<file path="src/rtl/irq_arbiter_if.sv">
// Bus bundle between the soft-AVR core, the io peripherals and irq_arbiter.
// The master side is the core/peripheral set; the slave side is the arbiter.
interface irq_arbiter_if #(
  parameter int NSRC = 8
);
  logic [NSRC-1:0] src;
  logic [7:0]      SREG;
  logic [5:0]      IOCNT;
  logic [7:0]      IODIN;
  logic            IOW;
  logic            IOR;
  logic [7:0]      IODOUT;
  logic            irq_ack;
  logic            irq_reti;
  logic            IRQ_REQ;
  logic [3:0]      IRQ_ADD;
  logic            irq_active;

  modport master (
    output src, SREG, IOCNT, IODIN, IOW, IOR, irq_ack, irq_reti,
    input  IODOUT, IRQ_REQ, IRQ_ADD, irq_active
  );

  modport slave (
    input  src, SREG, IOCNT, IODIN, IOW, IOR, irq_ack, irq_reti,
    output IODOUT, IRQ_REQ, IRQ_ADD, irq_active
  );
endinterface

</file>
<file path="src/rtl/irq_arbiter.sv">
// Vectored interrupt arbiter: edge-latched pending flags, IO-mapped enable mask,
// fixed priority (bit 0 highest), one grant in flight until the core executes RETI.
module irq_arbiter #(
  parameter int         NSRC      = 8,
  parameter logic [5:0] ADDR_IMSK = 6'h3B,
  parameter logic [5:0] ADDR_IFLG = 6'h3A
) (
  input logic          clk,
  input logic          rst,
  irq_arbiter_if.slave bus
);

  localparam int              W   = (NSRC > 8) ? NSRC : 8;
  localparam logic [NSRC-1:0] ONE = NSRC'(1);

  typedef enum logic [1:0] {IDLE, REQ, SERVICE} state_t;

  state_t          state;
  logic [NSRC-1:0] src_d;
  logic [NSRC-1:0] pending;
  logic [NSRC-1:0] imsk;
  logic [NSRC-1:0] elig;
  logic [NSRC-1:0] edge_set;
  logic [NSRC-1:0] w1c_clr;
  logic [NSRC-1:0] ack_clr;
  logic [W-1:0]    din_ext;
  logic [W-1:0]    pend_ext;
  logic [W-1:0]    imsk_ext;
  logic [3:0]      winner;
  logic            win_valid;
  logic [3:0]      gnt;
  logic            irq_req_q;
  logic [3:0]      irq_add_q;
  logic            irq_active_q;
  logic [7:0]      iodout;
  logic            wr_imsk;
  logic            wr_iflg;

  assign din_ext  = W'(bus.IODIN);
  assign pend_ext = W'(pending);
  assign imsk_ext = W'(imsk);
  assign wr_imsk  = bus.IOW && (bus.IOCNT == ADDR_IMSK);
  assign wr_iflg  = bus.IOW && (bus.IOCNT == ADDR_IFLG);
  assign edge_set = bus.src & ~src_d;
  assign w1c_clr  = wr_iflg ? din_ext[NSRC-1:0] : '0;
  assign ack_clr  = (state == REQ && bus.irq_ack) ? (ONE << gnt) : '0;
  assign elig     = pending & imsk;

  // Scanning downwards leaves the lowest eligible index as the winner.
  always_comb begin
    winner    = 4'd0;
    win_valid = 1'b0;
    for (int i = NSRC - 1; i >= 0; i--) begin
      if (elig[i]) begin
        winner    = 4'(i);
        win_valid = 1'b1;
      end
    end
  end

  always_comb begin
    iodout = 8'h00;
    if (bus.IOR) begin
      if (bus.IOCNT == ADDR_IMSK)      iodout = imsk_ext[7:0];
      else if (bus.IOCNT == ADDR_IFLG) iodout = pend_ext[7:0];
    end
  end

  // A new edge in the same cycle as a clear keeps the flag set.
  always_ff @(posedge clk or negedge rst) begin
    if (!rst) begin
      src_d   <= '0;
      pending <= '0;
      imsk    <= '0;
    end else begin
      src_d   <= bus.src;
      pending <= (pending & ~(w1c_clr | ack_clr)) | edge_set;
      if (wr_imsk) imsk <= din_ext[NSRC-1:0];
    end
  end

  always_ff @(posedge clk or negedge rst) begin
    if (!rst) begin
      state        <= IDLE;
      gnt          <= 4'd0;
      irq_req_q    <= 1'b0;
      irq_add_q    <= 4'd0;
      irq_active_q <= 1'b0;
    end else begin
      case (state)
        IDLE: begin
          if (win_valid && bus.SREG[7]) begin
            gnt       <= winner;
            irq_add_q <= winner + 4'd1;
            irq_req_q <= 1'b1;
            state     <= REQ;
          end
        end
        REQ: begin
          if (bus.irq_ack) begin
            irq_req_q    <= 1'b0;
            irq_active_q <= 1'b1;
            state        <= SERVICE;
          end else if (!bus.SREG[7]) begin
            irq_req_q <= 1'b0;
            state     <= IDLE;
          end
        end
        SERVICE: begin
          if (bus.irq_reti) begin
            irq_active_q <= 1'b0;
            state        <= IDLE;
          end
        end
        default: begin
          irq_req_q    <= 1'b0;
          irq_active_q <= 1'b0;
          state        <= IDLE;
        end
      endcase
    end
  end

  assign bus.IODOUT     = iodout;
  assign bus.IRQ_REQ    = irq_req_q;
  assign bus.IRQ_ADD    = irq_add_q;
  assign bus.irq_active = irq_active_q;

endmodule

</file>
<file path="src/flat_wrapper.sv">
// flat-port wrapper written by rule: the top's interface ports become plain ports
module irq_arbiter_flat 
#(
  parameter int         NSRC      = 8,
  parameter logic [5:0] ADDR_IMSK = 6'h3B,
  parameter logic [5:0] ADDR_IFLG = 6'h3A
)
  (clk, rst, bus_src, bus_SREG, bus_IOCNT, bus_IODIN, bus_IOW, bus_IOR, bus_irq_ack, bus_irq_reti, bus_IODOUT, bus_IRQ_REQ, bus_IRQ_ADD, bus_irq_active);
  irq_arbiter_if #(.NSRC(NSRC)) bus_i ();
  input logic clk;
  input logic rst;
  input wire logic [$bits(bus_i.src)-1:0] bus_src;
  input wire logic [$bits(bus_i.SREG)-1:0] bus_SREG;
  input wire logic [$bits(bus_i.IOCNT)-1:0] bus_IOCNT;
  input wire logic [$bits(bus_i.IODIN)-1:0] bus_IODIN;
  input wire logic [$bits(bus_i.IOW)-1:0] bus_IOW;
  input wire logic [$bits(bus_i.IOR)-1:0] bus_IOR;
  input wire logic [$bits(bus_i.irq_ack)-1:0] bus_irq_ack;
  input wire logic [$bits(bus_i.irq_reti)-1:0] bus_irq_reti;
  output wire logic [$bits(bus_i.IODOUT)-1:0] bus_IODOUT;
  output wire logic [$bits(bus_i.IRQ_REQ)-1:0] bus_IRQ_REQ;
  output wire logic [$bits(bus_i.IRQ_ADD)-1:0] bus_IRQ_ADD;
  output wire logic [$bits(bus_i.irq_active)-1:0] bus_irq_active;
  assign bus_i.src = bus_src;
  assign bus_i.SREG = bus_SREG;
  assign bus_i.IOCNT = bus_IOCNT;
  assign bus_i.IODIN = bus_IODIN;
  assign bus_i.IOW = bus_IOW;
  assign bus_i.IOR = bus_IOR;
  assign bus_i.irq_ack = bus_irq_ack;
  assign bus_i.irq_reti = bus_irq_reti;
  assign bus_IODOUT = bus_i.IODOUT;
  assign bus_IRQ_REQ = bus_i.IRQ_REQ;
  assign bus_IRQ_ADD = bus_i.IRQ_ADD;
  assign bus_irq_active = bus_i.irq_active;
  irq_arbiter #(.NSRC(NSRC), .ADDR_IMSK(ADDR_IMSK), .ADDR_IFLG(ADDR_IFLG)) u_core (.clk(clk), .rst(rst), .bus(bus_i));
endmodule
</file>
<file path="config.mk">
export PLATFORM = sky130hd
export DESIGN_NAME = irq_arbiter_flat
export DESIGN_NICKNAME = d
export VERILOG_FILES = /design/src/rtl/irq_arbiter_if.sv /design/src/rtl/irq_arbiter.sv /design/src/flat_wrapper.sv
export SDC_FILE = /design/constraint.sdc
export NUM_CORES = 1
export LEC_CHECK = 0
export CORE_MARGIN = 2
export CORE_UTILIZATION = 59
export CTS_BUF_LIST = sky130_fd_sc_hd__clkbuf_4 sky130_fd_sc_hd__clkbuf_8
export CTS_CLUSTER_SIZE = 10
export DETAILED_ROUTE_END_ITERATION = 10
export DONT_BUFFER_PORTS = 1
export PLACE_DENSITY = 0.84
export SETUP_SLACK_MARGIN = 0.5
export SYNTH_ARGS = -nofsm -noshare
export SYNTH_HDL_FRONTEND = slang
export SYNTH_SLANG_ARGS = --single-unit
</file>
<file path="constraint.sdc">
create_clock -name clk -period 1.59 [get_ports clk]
set_input_delay 0.318 -clock clk [delete_from_list [all_inputs] [get_ports clk]]
set_output_delay 0.318 -clock clk [all_outputs]
set_load 0.005 [all_outputs]
</file>
; ---- After elaboration in Yosys (flattened, before gate mapping)
; Cells that the tools add are included.
; W data, S select, Z words.
[word_totals]
reg_bits = 36
in_bits = 36
output_inout_bits = 14
elab_cells = 69
[classes]
n_addsub = 1
n_eq_ne = 8
n_shift = 1
mux = 33
bitwise = 9
reduce_logical = 9
[ops]
columns = cell, n
row1 = $mux W8, 5
row2 = $mux W4, 7
row3 = $and A8 B8 Y8, 3
row4 = $not A8 Y8, 2
row5 = $or A8 B8 Y8, 2
row6 = $mux W1, 13
row7 = $eq A6 B6 Y1 const B, 2
row8 = $reduce_and A3 Y1, 3
row9 = $mux W2, 4
row10 = $shl A1 B4 Y8 const A, 1
row11 = $pmux W1 S3, 2
row12 = $pmux W2 S3, 1
row13 = $add A4 B1 Y4 const B, 1
row14 = $logic_and A1 B1 Y1, 4
row15 = $ne A2 B2 Y1 const B, 2
row16 = $mux W3, 1
row17 = $ne A3 B3 Y1 const B, 1
row18 = $eq A2 B1 Y1 const B, 1
row19 = $eq A2 B2 Y1 const B, 1
row20 = $logic_not A2 Y1, 1
row21 = $ne A2 B1 Y1 const B, 1
row22 = $not A1 Y1, 2
row23 = $reduce_and A2 Y1, 1

; ---- Logic depth before layout (Yosys ltp)
[logic_depth]
word_depth = 12
ltp_mapped = 8
ltp_nobuf = 8

; ---- Worst setup path after synthesis
; OpenSTA, ideal clock, no wires.
[synth_timing]
path_kind = register to register
startpoint = register u_core.pending[4] (netlist: u_core.pend_ext[4])
endpoint = register u_core.irq_add_q[2] (netlist: u_core.bus.IRQ_ADD[2])
setup_time_ns = 0.121
arrival_ns = 1.481
t_required_ns = 1.469
slack_ns = -0.012
path_stages_with_launch = 9
path_buffers = 0
synth_period_minus_slack_ns = 1.602
cell_sequence = dfrtp_1 > nand2_1 > nand4_1 > a31oi_1 > a31o_2 > ha_1 > inv_1 > o21a_1 > o22a_1
[synth_between]
elab_cells_between_ends = 14
classes_between = add/sub (1) / mux (10) / bitwise (1) / reduce/logical (2)
[synth_lines]
columns = element, line
row1 = from (decl), irq_arbiter.sv:20  ; logic [NSRC-1:0] pending;
row2 = from (signal assigned), irq_arbiter.sv:77  ; pending <= (pending & ~(w1c_clr | ack_clr)) | edge_set;
row3 = $and A8 B8 Y8, irq_arbiter.sv:47  ; assign elig = pending & imsk;
row4 = $mux W4 (5 in a row), irq_arbiter.sv:54  ; if (elig[i]) begin
row5 = named net u_core.winner[0], irq_arbiter.sv:29  ; logic [3:0] winner;
row6 = $add A4 B1 Y4, irq_arbiter.sv:94  ; irq_add_q <= winner + 4'd1;
row7 = to (signal assigned), irq_arbiter.sv:94
row8 = to (decl), irq_arbiter.sv:33  ; logic [3:0] irq_add_q;
; The timed path passes the listed nets, and every way through them passes these cells.
; A chain may end at the register's enable or synchronous reset.

; ---- Worst setup path after layout
; Ends and elaborated chain as after synthesis.

==> impl_metrics.json <==
{
  "synth_flop_cell": "sky130_fd_sc_hd__dfrtp_1",
  "antenna_found_initial": 0,
  "die_area_um2": 3310,
  "via_per_inst": 6.64,
  "grt_start_max_net_pins": 36,
  "final.min_clock_period_ns": 1.73,
  "placement_rows": 19,
  "final_critical_path_setup_slack_ns": -0.140,
  "share_of_the_cycle_needed_by_the_critical_path_after_routing_pct": 109,
  "tritoncts": "done",
  "dpl.hpwl_um": 2920,
  "clock_latency_ns": 0.34,
  "placedInstanceArea_um2": 1920,
  "postCtsHoldBufs": 8,
  "crit_type": "flip-flop to flip-flop",
  "ctsRootBufferMaster": "sky130_fd_sc_hd__clkbuf_4",
  "power.density_cell_area_nw_per_um2": 1250,
  "die_height_um": 57.5,
  "worst-slew-pin-transition_ns": 0.369,
  "areaGrowthSynthToFinish_pct": 37.6,
  "clkTransAtPathRegs_ns": 0.11,
  "fin_worst_skew_ns": 0.0171,
  "finalWeightedCongestion": 0.857,
  "drtIter0Drc": 48,
  "fmaxAchievable_ghz": 0.578,
  "fp.dieW_um": 57.5,
  "setup_viol": 3,
  "starting_density_pct": 61.9,
  "synth_seq_cells": 35,
  "clock_tree.htree_level_count": 2,
  "final_cell_count_without_fillers": 232,
  "n_antenna_cell": 0,
  "synthArstFlopShare_pct": 100,
  "slew_headroom_pct": 75.2,
  "grt_overflow_total": 0,
  "core_area_um2": 2730,
  "synth_sequential_area_ratio_pct": 51.8,
  "final_layout_size_suffix_gt1_share_pct": 41.3,
  "synth_area_leader_cell": "sky130_fd_sc_hd__dfrtp_1",
  "synth.yosys.warnings": 0,
  "cts-root-to-sink-buffers": 2,
  "gr-usage-all-layers_pct": 31.6,
  "detail-route-antenna-nets": 0,
  "count_of_tritonroute_iterations_in_the_first_routing_pass": 4,
  "min_path_type": "input pin to async pin",
  "synth_top_area_share_pct": 51.8,
  "synth.avg_cell_area_um2": 11.1,
  "drt_total_wl_um": 5140,
  "detailroute.via_count": 1541,
  "post-place-cells": 199,
  "netlist_area_um2": 1690,
  "port_buffers": 0,
  "synthesis.nets": 190,
  "clock_sinks": 35,
  "cp-end-kind": "flip-flop",
  "vdd.ir_drop.worst_uv": 1240,
  "rsz0062_at_grt": "yes",
  "critical_path.max_fanout": 4,
  "dpl_worst_slack_ns": -0.0518,
  "status": "finished, violations left",
  "synth.top_cells.by_area": "sky130_fd_sc_hd__dfrtp_1 (52%), sky130_fd_sc_hd__mux2_2 (7.3%), sky130_fd_sc_hd__a22oi_1 (3.6%), sky130_fd_sc_hd__nand2_1 (3.6%), sky130_fd_sc_hd__nor2b_1 (3.3%)",
  "grt_first_pass_wirelength_um": 7710,
  "leakage_nw": 1.05,
  "post-route-drc-count": 0,
  "first_global_vias": 1638,
  "drv.max_cap_violation_count": 0,
  "crit_arrival_ns": 1.96,
  "detailed_route_wire_length_per_cell_um": 22.2,
  "cts_inserted_buffers": 5,
  "floorplan.io_pins": 50,
  "synth-edff-count": 0,
  "critical_path.startpoint_type": "flip-flop",
  "yosysUniqueCellTypes": 40,
  "final_net_count": 237,
  "synthCells": 153,
  "timing.critical_path.required_ns": 1.82,
  "timing.final.max_slew_violations": 0,
  "layout.cell_area.non_filler_um2": 2330,
  "whs_ns": -0.348,
  "timing.final.hold_violations": 35,
  "failed_checks": "hold timing, setup timing"
}
power by group:
part / switching (mW) / total [mW] / internal [mW] / leakage (nW)
Sequential: 0.223 / 1.31 / 1.08 / 0.408
Clock: 0.293 / 0.499 / 0.206 / 0.0361
Combinational: 0.505 / 1.10 / 0.592 / 0.611
layout by cell type (no fill, tap or decap), types with 2 or more instances in the layout:
master / instances
sky130_fd_sc_hd__buf_6: 10
sky130_fd_sc_hd__nor2b_1: 6
sky130_fd_sc_hd__nand2_2: 4
sky130_fd_sc_hd__and3_1: 8
sky130_fd_sc_hd__clkbuf_4: 7
sky130_fd_sc_hd__nand2_1: 12
sky130_fd_sc_hd__dlygate4sd3_1: 8
sky130_fd_sc_hd__mux2_4: 3
sky130_fd_sc_hd__a22oi_1: 2
sky130_fd_sc_hd__inv_1: 11
sky130_fd_sc_hd__nand3_1: 2
sky130_fd_sc_hd__o21ai_0: 9
sky130_fd_sc_hd__mux2_2: 8
sky130_fd_sc_hd__nor3_4: 3
sky130_fd_sc_hd__dfrtp_1: 35
sky130_fd_sc_hd__buf_4: 21
sky130_fd_sc_hd__nor2b_2: 3
sky130_fd_sc_hd__a22oi_2: 7
sky130_fd_sc_hd__o31ai_1: 2
sky130_fd_sc_hd__o22ai_1: 8
final cells by class:
class	instances	area, um^2
multi-input cells	105	908
flip-flops and latches	35	876
fillers	139	405
repair buffers	41	403
clock buffers	7	52.6
inverters	12	45.0
well taps	31	38.8
clock inverters	1	5.00
registers in the layout (all words and copies together), names as in the netlist:
| name | cells |
|---|---|
| u_core.state | 2 |
| u_core.bus.IRQ_REQ | 1 |
| u_core.pend_ext | 8 |
| u_core.imsk | 8 |
| u_core.gnt | 3 |
| u_core.bus.irq_active | 1 |
| u_core.bus.IRQ_ADD | 4 |
| u_core.src_d | 8 |
logic make-up after synthesis:
family,synth area share (%)
adder cells (fa/ha/maj),0.740
multiplexers,7.32
AND/OR/NAND/NOR,19.4
buffers and inverters,2.88
AO/OA/AOI/OAI,17.9
flip-flops,51.8
per-layer routing:
metal  GRT usage (%)  part of all wire, %  up-vias  wire length (um)
li1                -                    -      661                 -
met2            51.6                   51      116              2630
met3            8.16                  9.3       28               476
met1            37.7                   36      736              1840
met5               0                    0        -                 0
met4            17.9                  3.9        0               201
repair_timing:
item,in CTS,in global routing
gates cloned,1,0
pin swaps,9,6
setup endpoints to repair,25,30
hold endpoints to repair,43,35
buffers inserted,10,6
resized for setup,23,6
worst max-delay path, stage by stage, from the launching register on:
cell	delay (ns)
sky130_fd_sc_hd__dfrtp_1	0.43
sky130_fd_sc_hd__nand2_2	0.09
sky130_fd_sc_hd__nand4_1	0.16
sky130_fd_sc_hd__a31oi_2	0.29
sky130_fd_sc_hd__a31o_2	0.18
sky130_fd_sc_hd__ha_4	0.13
sky130_fd_sc_hd__inv_2	0.03
sky130_fd_sc_hd__o21a_1	0.16
sky130_fd_sc_hd__o22a_1	0.15
cell usage after synthesis (2+ instances only):
library cell                instances
sky130_fd_sc_hd__o21ai_0            9
sky130_fd_sc_hd__nor2b_1            9
sky130_fd_sc_hd__dfrtp_1           35
sky130_fd_sc_hd__inv_1             12
sky130_fd_sc_hd__o31ai_1            2
sky130_fd_sc_hd__a31oi_1            2
sky130_fd_sc_hd__nor3_4             2
sky130_fd_sc_hd__nor2_1             2
sky130_fd_sc_hd__nand3_1            2
sky130_fd_sc_hd__a22oi_1            8
sky130_fd_sc_hd__o22ai_1            8
sky130_fd_sc_hd__mux2_2            11
sky130_fd_sc_hd__and3_1             8
sky130_fd_sc_hd__a2bb2oi_1          2
sky130_fd_sc_hd__nand2_1           16
through the flow:
step	setup TNS, ns	total power, mW	utilization [%]
2_1_floorplan	0	1.80	-
3_3_place_gp	0	2.02	70.2
3_5_place_dp	-0.0960	2.08	70.2
4_1_cts	-0.0845	2.75	82.7
5_1_grt	-0.615	3.02	85.2
6_report	-0.345	2.90	85.2
final timing paths:
| kind | from | end | slack (ns) | cells after the start |
|---|---|---|---|---|
| max | u_core.pend_ext[4] | u_core.bus.IRQ_ADD[2] | -0.14 | 8 |
| min | rst | u_core.pend_ext[0] | -0.35 | 0 |
| max reg2reg | u_core.pend_ext[4] | u_core.bus.IRQ_ADD[2] | -0.14 | 8 |
| min reg2reg | u_core.src_d[4] | u_core.pend_ext[4] | 0.44 | 1 |
| max in group asynchronous | rst | u_core.pend_ext[5] | 1.83 | 0 |
| min in group clk | bus_src[0] | u_core.pend_ext[0] | 0.11 | 2 |
(Power assumes the default switching activity.)
